==> src/rtl/sb_arbiter_if.sv <==
// Request/grant/response bundle for one 32-bit system-bus port.
// The master modport issues requests; the slave modport answers them.
interface sb_arbiter_if;
    logic        req;
    logic [31:0] addr;
    logic        we;
    logic [3:0]  be;
    logic [31:0] wdata;
    logic        gnt;
    logic        rvalid;
    logic [31:0] rdata;

    modport master (
        output req, addr, we, be, wdata,
        input  gnt, rvalid, rdata
    );

    modport slave (
        input  req, addr, we, be, wdata,
        output gnt, rvalid, rdata
    );
endinterface

==> src/rtl/sb_arbiter.sv <==
// Two-master / one-slave system-bus arbiter.
// m0 = CPU data port, m1 = debug SBA master, sb = interconnect port.
// Address phases are arbitrated and held across slave stalls; in-order
// responses are steered back using a small FIFO of owner ids.
//
// state  | meaning
// -------+---------------------------------------------------------------
// S_IDLE | no stalled address phase; winner chosen fresh every cycle
// S_HOLD | slave stalled the owner's address phase; mux locked to r_owner
module sb_arbiter #(
    parameter int MaxOutstanding = 2,
    parameter int RoundRobin     = 1
) (
    input  logic         clk,
    input  logic         rst_n,
    sb_arbiter_if.slave  m0,
    sb_arbiter_if.slave  m1,
    sb_arbiter_if.master sb,
    output logic         err_unexp_rvalid
);

    localparam int CntW = $clog2(MaxOutstanding + 1);
    localparam int PtrW = (MaxOutstanding > 1) ? $clog2(MaxOutstanding) : 1;
    localparam logic [CntW-1:0] CntMax  = CntW'(MaxOutstanding);
    localparam logic [PtrW-1:0] PtrLast = PtrW'(MaxOutstanding - 1);

    typedef enum logic {S_IDLE, S_HOLD} state_t;

    state_t                    r_state;
    state_t                    w_state_nxt;
    logic                      r_owner;
    logic                      w_owner_nxt;
    logic                      r_rr_prio;
    logic [MaxOutstanding-1:0] r_fifo;
    logic [PtrW-1:0]           r_wptr;
    logic [PtrW-1:0]           r_rptr;
    logic [CntW-1:0]           r_count;
    logic                      r_err;

    logic w_empty;
    logic w_head;
    logic w_pop;
    logic w_block;
    logic w_winner;
    logic w_sel;
    logic w_sel_req;
    logic w_sb_req;
    logic w_push;
    logic w_gnt0;
    logic w_gnt1;

    assign w_empty = (r_count == '0);
    assign w_head  = r_fifo[r_rptr];
    assign w_pop   = sb.rvalid & ~w_empty;
    // A response popping this cycle frees a slot, so a full FIFO still grants.
    assign w_block = (r_count == CntMax) & ~w_pop;

    // Pick the candidate master for a fresh address phase.
    always_comb begin
        w_winner = 1'b0;
        if (RoundRobin != 0) begin
            if (m0.req && m1.req) begin
                w_winner = r_rr_prio;
            end else begin
                w_winner = m1.req;
            end
        end else begin
            w_winner = m1.req;
        end
    end

    // State register: IDLE/HOLD and the locked owner.
    always_ff @(posedge clk) begin
        if (!rst_n) begin
            r_state <= S_IDLE;
            r_owner <= 1'b0;
        end else begin
            r_state <= w_state_nxt;
            r_owner <= w_owner_nxt;
        end
    end

    // Next-state logic; a retracted request in HOLD falls back to IDLE.
    always_comb begin
        w_state_nxt = r_state;
        w_owner_nxt = r_owner;
        case (r_state)
            S_IDLE: begin
                if (w_sb_req && !sb.gnt) begin
                    w_state_nxt = S_HOLD;
                    w_owner_nxt = w_winner;
                end
            end
            S_HOLD: begin
                if (!w_sb_req || sb.gnt) begin
                    w_state_nxt = S_IDLE;
                end
            end
            default: w_state_nxt = S_IDLE;
        endcase
    end

    // Output logic: address mux select, slave request and per-master grant.
    always_comb begin
        w_sel     = (r_state == S_HOLD) ? r_owner : w_winner;
        w_sel_req = w_sel ? m1.req : m0.req;
        w_sb_req  = w_sel_req & ~w_block;
        w_push    = w_sb_req & sb.gnt;
        w_gnt0    = w_push & ~w_sel;
        w_gnt1    = w_push & w_sel;
    end

    assign sb.req   = w_sb_req;
    assign sb.addr  = w_sel ? m1.addr  : m0.addr;
    assign sb.we    = w_sel ? m1.we    : m0.we;
    assign sb.be    = w_sel ? m1.be    : m0.be;
    assign sb.wdata = w_sel ? m1.wdata : m0.wdata;

    assign m0.gnt    = w_gnt0;
    assign m1.gnt    = w_gnt1;
    assign m0.rvalid = w_pop & ~w_head;
    assign m1.rvalid = w_pop & w_head;
    assign m0.rdata  = sb.rdata;
    assign m1.rdata  = sb.rdata;

    assign err_unexp_rvalid = r_err;

    // Round-robin pointer: after a grant, favour the other master.
    always_ff @(posedge clk) begin
        if (!rst_n) begin
            r_rr_prio <= 1'b0;
        end else if (w_push) begin
            r_rr_prio <= ~w_sel;
        end
    end

    // Outstanding-owner FIFO: push on grant, pop on routed response.
    always_ff @(posedge clk) begin
        if (!rst_n) begin
            r_fifo  <= '0;
            r_wptr  <= '0;
            r_rptr  <= '0;
            r_count <= '0;
        end else begin
            if (w_push) begin
                r_fifo[r_wptr] <= w_sel;
                r_wptr         <= (r_wptr == PtrLast) ? '0 : r_wptr + PtrW'(1);
            end
            if (w_pop) begin
                r_rptr <= (r_rptr == PtrLast) ? '0 : r_rptr + PtrW'(1);
            end
            case ({w_push, w_pop})
                2'b10:   r_count <= r_count + CntW'(1);
                2'b01:   r_count <= r_count - CntW'(1);
                default: r_count <= r_count;
            endcase
        end
    end

    // Flag a response that has no transaction to belong to.
    always_ff @(posedge clk) begin
        if (!rst_n) begin
            r_err <= 1'b0;
        end else begin
            r_err <= sb.rvalid & w_empty;
        end
    end

endmodule

==> src/flat_wrapper.sv <==
// flat-port wrapper written by rule: the top's interface ports become plain ports
module sb_arbiter_flat 
#(
    parameter int MaxOutstanding = 2,
    parameter int RoundRobin     = 1
)
  (clk, rst_n, err_unexp_rvalid, m0_req, m0_addr, m0_we, m0_be, m0_wdata, m0_gnt, m0_rvalid, m0_rdata, m1_req, m1_addr, m1_we, m1_be, m1_wdata, m1_gnt, m1_rvalid, m1_rdata, sb_req, sb_addr, sb_we, sb_be, sb_wdata, sb_gnt, sb_rvalid, sb_rdata);
  sb_arbiter_if m0_i ();
  sb_arbiter_if m1_i ();
  sb_arbiter_if sb_i ();
  input  logic clk;
  input  logic rst_n;
  output logic err_unexp_rvalid;
  input wire logic [$bits(m0_i.req)-1:0] m0_req;
  input wire logic [$bits(m0_i.addr)-1:0] m0_addr;
  input wire logic [$bits(m0_i.we)-1:0] m0_we;
  input wire logic [$bits(m0_i.be)-1:0] m0_be;
  input wire logic [$bits(m0_i.wdata)-1:0] m0_wdata;
  output wire logic [$bits(m0_i.gnt)-1:0] m0_gnt;
  output wire logic [$bits(m0_i.rvalid)-1:0] m0_rvalid;
  output wire logic [$bits(m0_i.rdata)-1:0] m0_rdata;
  input wire logic [$bits(m1_i.req)-1:0] m1_req;
  input wire logic [$bits(m1_i.addr)-1:0] m1_addr;
  input wire logic [$bits(m1_i.we)-1:0] m1_we;
  input wire logic [$bits(m1_i.be)-1:0] m1_be;
  input wire logic [$bits(m1_i.wdata)-1:0] m1_wdata;
  output wire logic [$bits(m1_i.gnt)-1:0] m1_gnt;
  output wire logic [$bits(m1_i.rvalid)-1:0] m1_rvalid;
  output wire logic [$bits(m1_i.rdata)-1:0] m1_rdata;
  output wire logic [$bits(sb_i.req)-1:0] sb_req;
  output wire logic [$bits(sb_i.addr)-1:0] sb_addr;
  output wire logic [$bits(sb_i.we)-1:0] sb_we;
  output wire logic [$bits(sb_i.be)-1:0] sb_be;
  output wire logic [$bits(sb_i.wdata)-1:0] sb_wdata;
  input wire logic [$bits(sb_i.gnt)-1:0] sb_gnt;
  input wire logic [$bits(sb_i.rvalid)-1:0] sb_rvalid;
  input wire logic [$bits(sb_i.rdata)-1:0] sb_rdata;
  assign m0_i.req = m0_req;
  assign m0_i.addr = m0_addr;
  assign m0_i.we = m0_we;
  assign m0_i.be = m0_be;
  assign m0_i.wdata = m0_wdata;
  assign m0_gnt = m0_i.gnt;
  assign m0_rvalid = m0_i.rvalid;
  assign m0_rdata = m0_i.rdata;
  assign m1_i.req = m1_req;
  assign m1_i.addr = m1_addr;
  assign m1_i.we = m1_we;
  assign m1_i.be = m1_be;
  assign m1_i.wdata = m1_wdata;
  assign m1_gnt = m1_i.gnt;
  assign m1_rvalid = m1_i.rvalid;
  assign m1_rdata = m1_i.rdata;
  assign sb_req = sb_i.req;
  assign sb_addr = sb_i.addr;
  assign sb_we = sb_i.we;
  assign sb_be = sb_i.be;
  assign sb_wdata = sb_i.wdata;
  assign sb_i.gnt = sb_gnt;
  assign sb_i.rvalid = sb_rvalid;
  assign sb_i.rdata = sb_rdata;
  sb_arbiter #(.MaxOutstanding(MaxOutstanding), .RoundRobin(RoundRobin)) u_core (.clk(clk), .rst_n(rst_n), .m0(m0_i), .m1(m1_i), .sb(sb_i), .err_unexp_rvalid(err_unexp_rvalid));
endmodule
==> config.mk <==
export PLATFORM = sky130hd
export DESIGN_NAME = sb_arbiter_flat
export DESIGN_NICKNAME = d
export VERILOG_FILES = /design/src/rtl/sb_arbiter_if.sv /design/src/rtl/sb_arbiter.sv /design/src/flat_wrapper.sv
export SDC_FILE = /design/constraint.sdc
export NUM_CORES = 1
export LEC_CHECK = 0
export CORE_AREA = 2 2 122 124
export DETAILED_ROUTE_END_ITERATION = 7
export DIE_AREA = 0 0 124 126
export GPL_TIMING_DRIVEN = 0
export PLACE_DENSITY_LB_ADDON = 0.1
export SYNTH_ARGS = -nofsm -noshare
export SYNTH_HDL_FRONTEND = slang
export SYNTH_SLANG_ARGS = --single-unit
export TNS_END_PERCENT = 20
==> constraint.sdc <==
create_clock -name clk -period 3.9 [get_ports clk]
set_clock_uncertainty 0.2 [all_clocks]
set_input_delay 0.78 -clock clk [delete_from_list [all_inputs] [get_ports clk]]
set_output_delay 0.78 -clock clk [all_outputs]
set_load 0.01 [all_outputs]
==> reports/metrics.csv <==
stage;metric;value;unit
status;run_status;complete, no violations;
timing;final_hold_viol_count;0;
yosys;ys_seq_area_frac;0.111;
yosys;synthCells;197;
timing;max_freq;0.268;GHz
routing;wl;10400;um
yosys;yosys_warnings;0;
die;die-width;124;um
pwr;power_density;210;mW/mm^2
pwr;vdd_drop_max;115;uV
setup_path;cp.arrival;2750;ps
die;core-area;0.0143;mm^2
routing;ant_nets;0;
yosys;avgSynthCellArea;9.15;um^2
clocking;clk-insertion-delay-late;240;ps
clocking;htreeDepth;1;
die;rows;44;
timing;timing.final.ws_setup;166;ps
timing;slew_headroom;0.671;
die;io_pins;315;
setup_path;crit_type;in2out;
place;dp_hpwl;9320;um
global_routing;antenna_found_initial;0;
timing;fin_tns_setup;0;ps
cells_and_area;areaGrowthSynthToFinish;178;%
routing;vias;2401;
setup_path;critPathLaunchType;input pin;
yosys;syn_nets;374;
timing;fin_crit;3730;ps
pwr;power.total;1.06;mW
yosys;synth-async-reset-ratio;0;
die;start_util;0.126;
yosys;synth-edff-count;0;
global_routing;grt_pass1_wl;14400;um
yosys;ys_ff_latch;10;
clocking;cts_made_buffers;3;
place;portBuffers;282;
yosys;synth_cell_type_count;29;
routing;viasPerCell;3.59;
cells_and_area;final_nets;663;
routing;dr.pass1.iters;2;
yosys;ys.flop_type;dfxtp_1;
cells_and_area;n_antenna_cell;0;
clocking;cts-root-buf;clkbuf_16;
global_routing;overflow;0;
setup_path;required;2920;ps
timing;grt_setup_unrepaired;no;
clocking;path_clk_slew;40;ps
clocking;numClockSinks;10;
routing;wl_per_cell;15.5;um
timing;maxSlewViolCount;0;
routing;drt_iter0_markers;39;
cells_and_area;drive_gt1_frac;0.306;
place;place_congestion;0.715;
routing;drc;0;
die;die_h;126;um
clocking;cts_hold_buf;0;
place;dp_slack;-238;ps
pwr;leakage;2.04;nW
run;drv_cap;0;
worst_hold_path;hold_path_class;reg2reg;
global_routing;grt_pass1_vias;2514;
cells_and_area;final_common_cell;clkdlybuf4s50_1;
clocking;cts_tree;done;
timing;worstMarginPinSlew;488;ps
timing;fin_crit_sh;0.957;
cells_and_area;final_cell_mix;clkdlybuf4s50_1, mux2_2, buf_4, dfxtp_1, buf_6;
clocking;clockBufferDepth;2;
setup_path;crit_fanout;10;
setup_path;crit_path_end_kind;output port;
yosys;syn-cell-area;0.00180;mm^2
die;die_area;0.0156;mm^2
global_routing;grt_max_degree;11;
timing;finalSetupViolations;0;
global_routing;grt_use_total;0.123;
==> critical path: stages <==
cell	delay, ps
clkdlybuf4s50_1	450
inv_1	80
o31a_1	350
buf_6	160
buf_6	140
mux2_2	220
clkdlybuf4s50_1	570
==> stage by stage <==
| stage | utilization | std cells | area, um^2 | hold slack [ps] |
|---|---|---|---|---|
| floorplan | - | 197 | 1800 | 237 |
| global placement | 0.339 | 663 | 4860 | 264 |
| detailed placement | 0.339 | 663 | 4860 | 271 |
| CTS | 0.348 | 666 | 4980 | 271 |
| global route | 0.351 | 668 | 5020 | 308 |
| finish | 0.351 | 668 | 5020 | 280 |
==> cell usage after synthesis, drive strengths merged (2+ instances only) <==
cell type,number,area share
a21boi,2,0.0083
and2,3,0.010
buf,73,0.29
dfxtp,10,0.11
inv,4,0.0083
mux2,69,0.43
nand2,3,0.0062
nor2,2,0.0042
nor2b,3,0.010
nor3,2,0.0056
nor3b,3,0.012
o211ai,2,0.0083
o21ai,3,0.0083
o31ai,2,0.0083
xnor2,4,0.019
==> layout make-up <==
type	instances	area (um^2)
sequential	10	200
tap	184	230
timing repair buffer	284	2850
multi-input combinational	109	1060
inverter	4	15.0
buffer	74	589
fill	1526	9290
clock buffer	3	75.1
==> per-layer routing <==
layer | share of wire | vias up | track usage
met3 | 0.098 | 13 | 0.0444
met2 | 0.56 | 134 | 0.245
met1 | 0.32 | 1059 | 0.118
met5 | 0 | - | 0
li1 | - | 1195 | -
met4 | 0.019 | 0 | 0.0278
==> final timing paths <==
kind,startpoint,to,slack [ps],cells past startpoint
hold / removal,u_core.r_count[1]$_SDFFE_PN0P_,u_core.err_unexp_rvalid$_SDFF_PN0_,280,1
setup reg to reg,u_core.r_state$_SDFF_PN0_,u_core.r_count[1]$_SDFFE_PN0P_,1680,6
hold reg to reg,u_core.r_count[1]$_SDFFE_PN0P_,u_core.err_unexp_rvalid$_SDFF_PN0_,280,1
setup / recovery,m1_req,sb_addr[10],170,7
==> sequential cells by signal, indices dropped and copies added (netlist names) <==
| name | count |
|---|---|
| u_core.r_owner | 1 |
| u_core.r_rr_prio | 1 |
| u_core.r_fifo | 2 |
| u_core.r_count | 2 |
| u_core.r_rptr | 1 |
| u_core.err_unexp_rvalid | 1 |
| u_core.r_state | 1 |
| u_core.r_wptr | 1 |
==> kinds of logic after synthesis <==
| logic type | count (synthesis) | share of synthesized area |
|---|---|---|
| buf+inv | 78 | 0.305 |
| simple gates | 20 | 0.0625 |
| xor+xnor | 4 | 0.0194 |
| fa+ha+maj | 1 | 0.00694 |
| flops | 10 | 0.111 |
| mux | 70 | 0.437 |
| compound gates | 14 | 0.0583 |
==> where the power goes <==
| group | switching [mW] | internal (mW) |
|---|---|---|
| Sequential | 0.0191 | 0.123 |
| Combinational | 0.237 | 0.492 |
| Clock | 0.0511 | 0.133 |
==> repair_timing <==
item | 4_1_cts | 5_1_grt
gates cloned | 0 | 1
buffers inserted | 0 | 1
gates resized for setup | 18 | 11
setup endpoints to repair | 68 | 66
No activity file was read; power rests on OpenSTA's default activity.
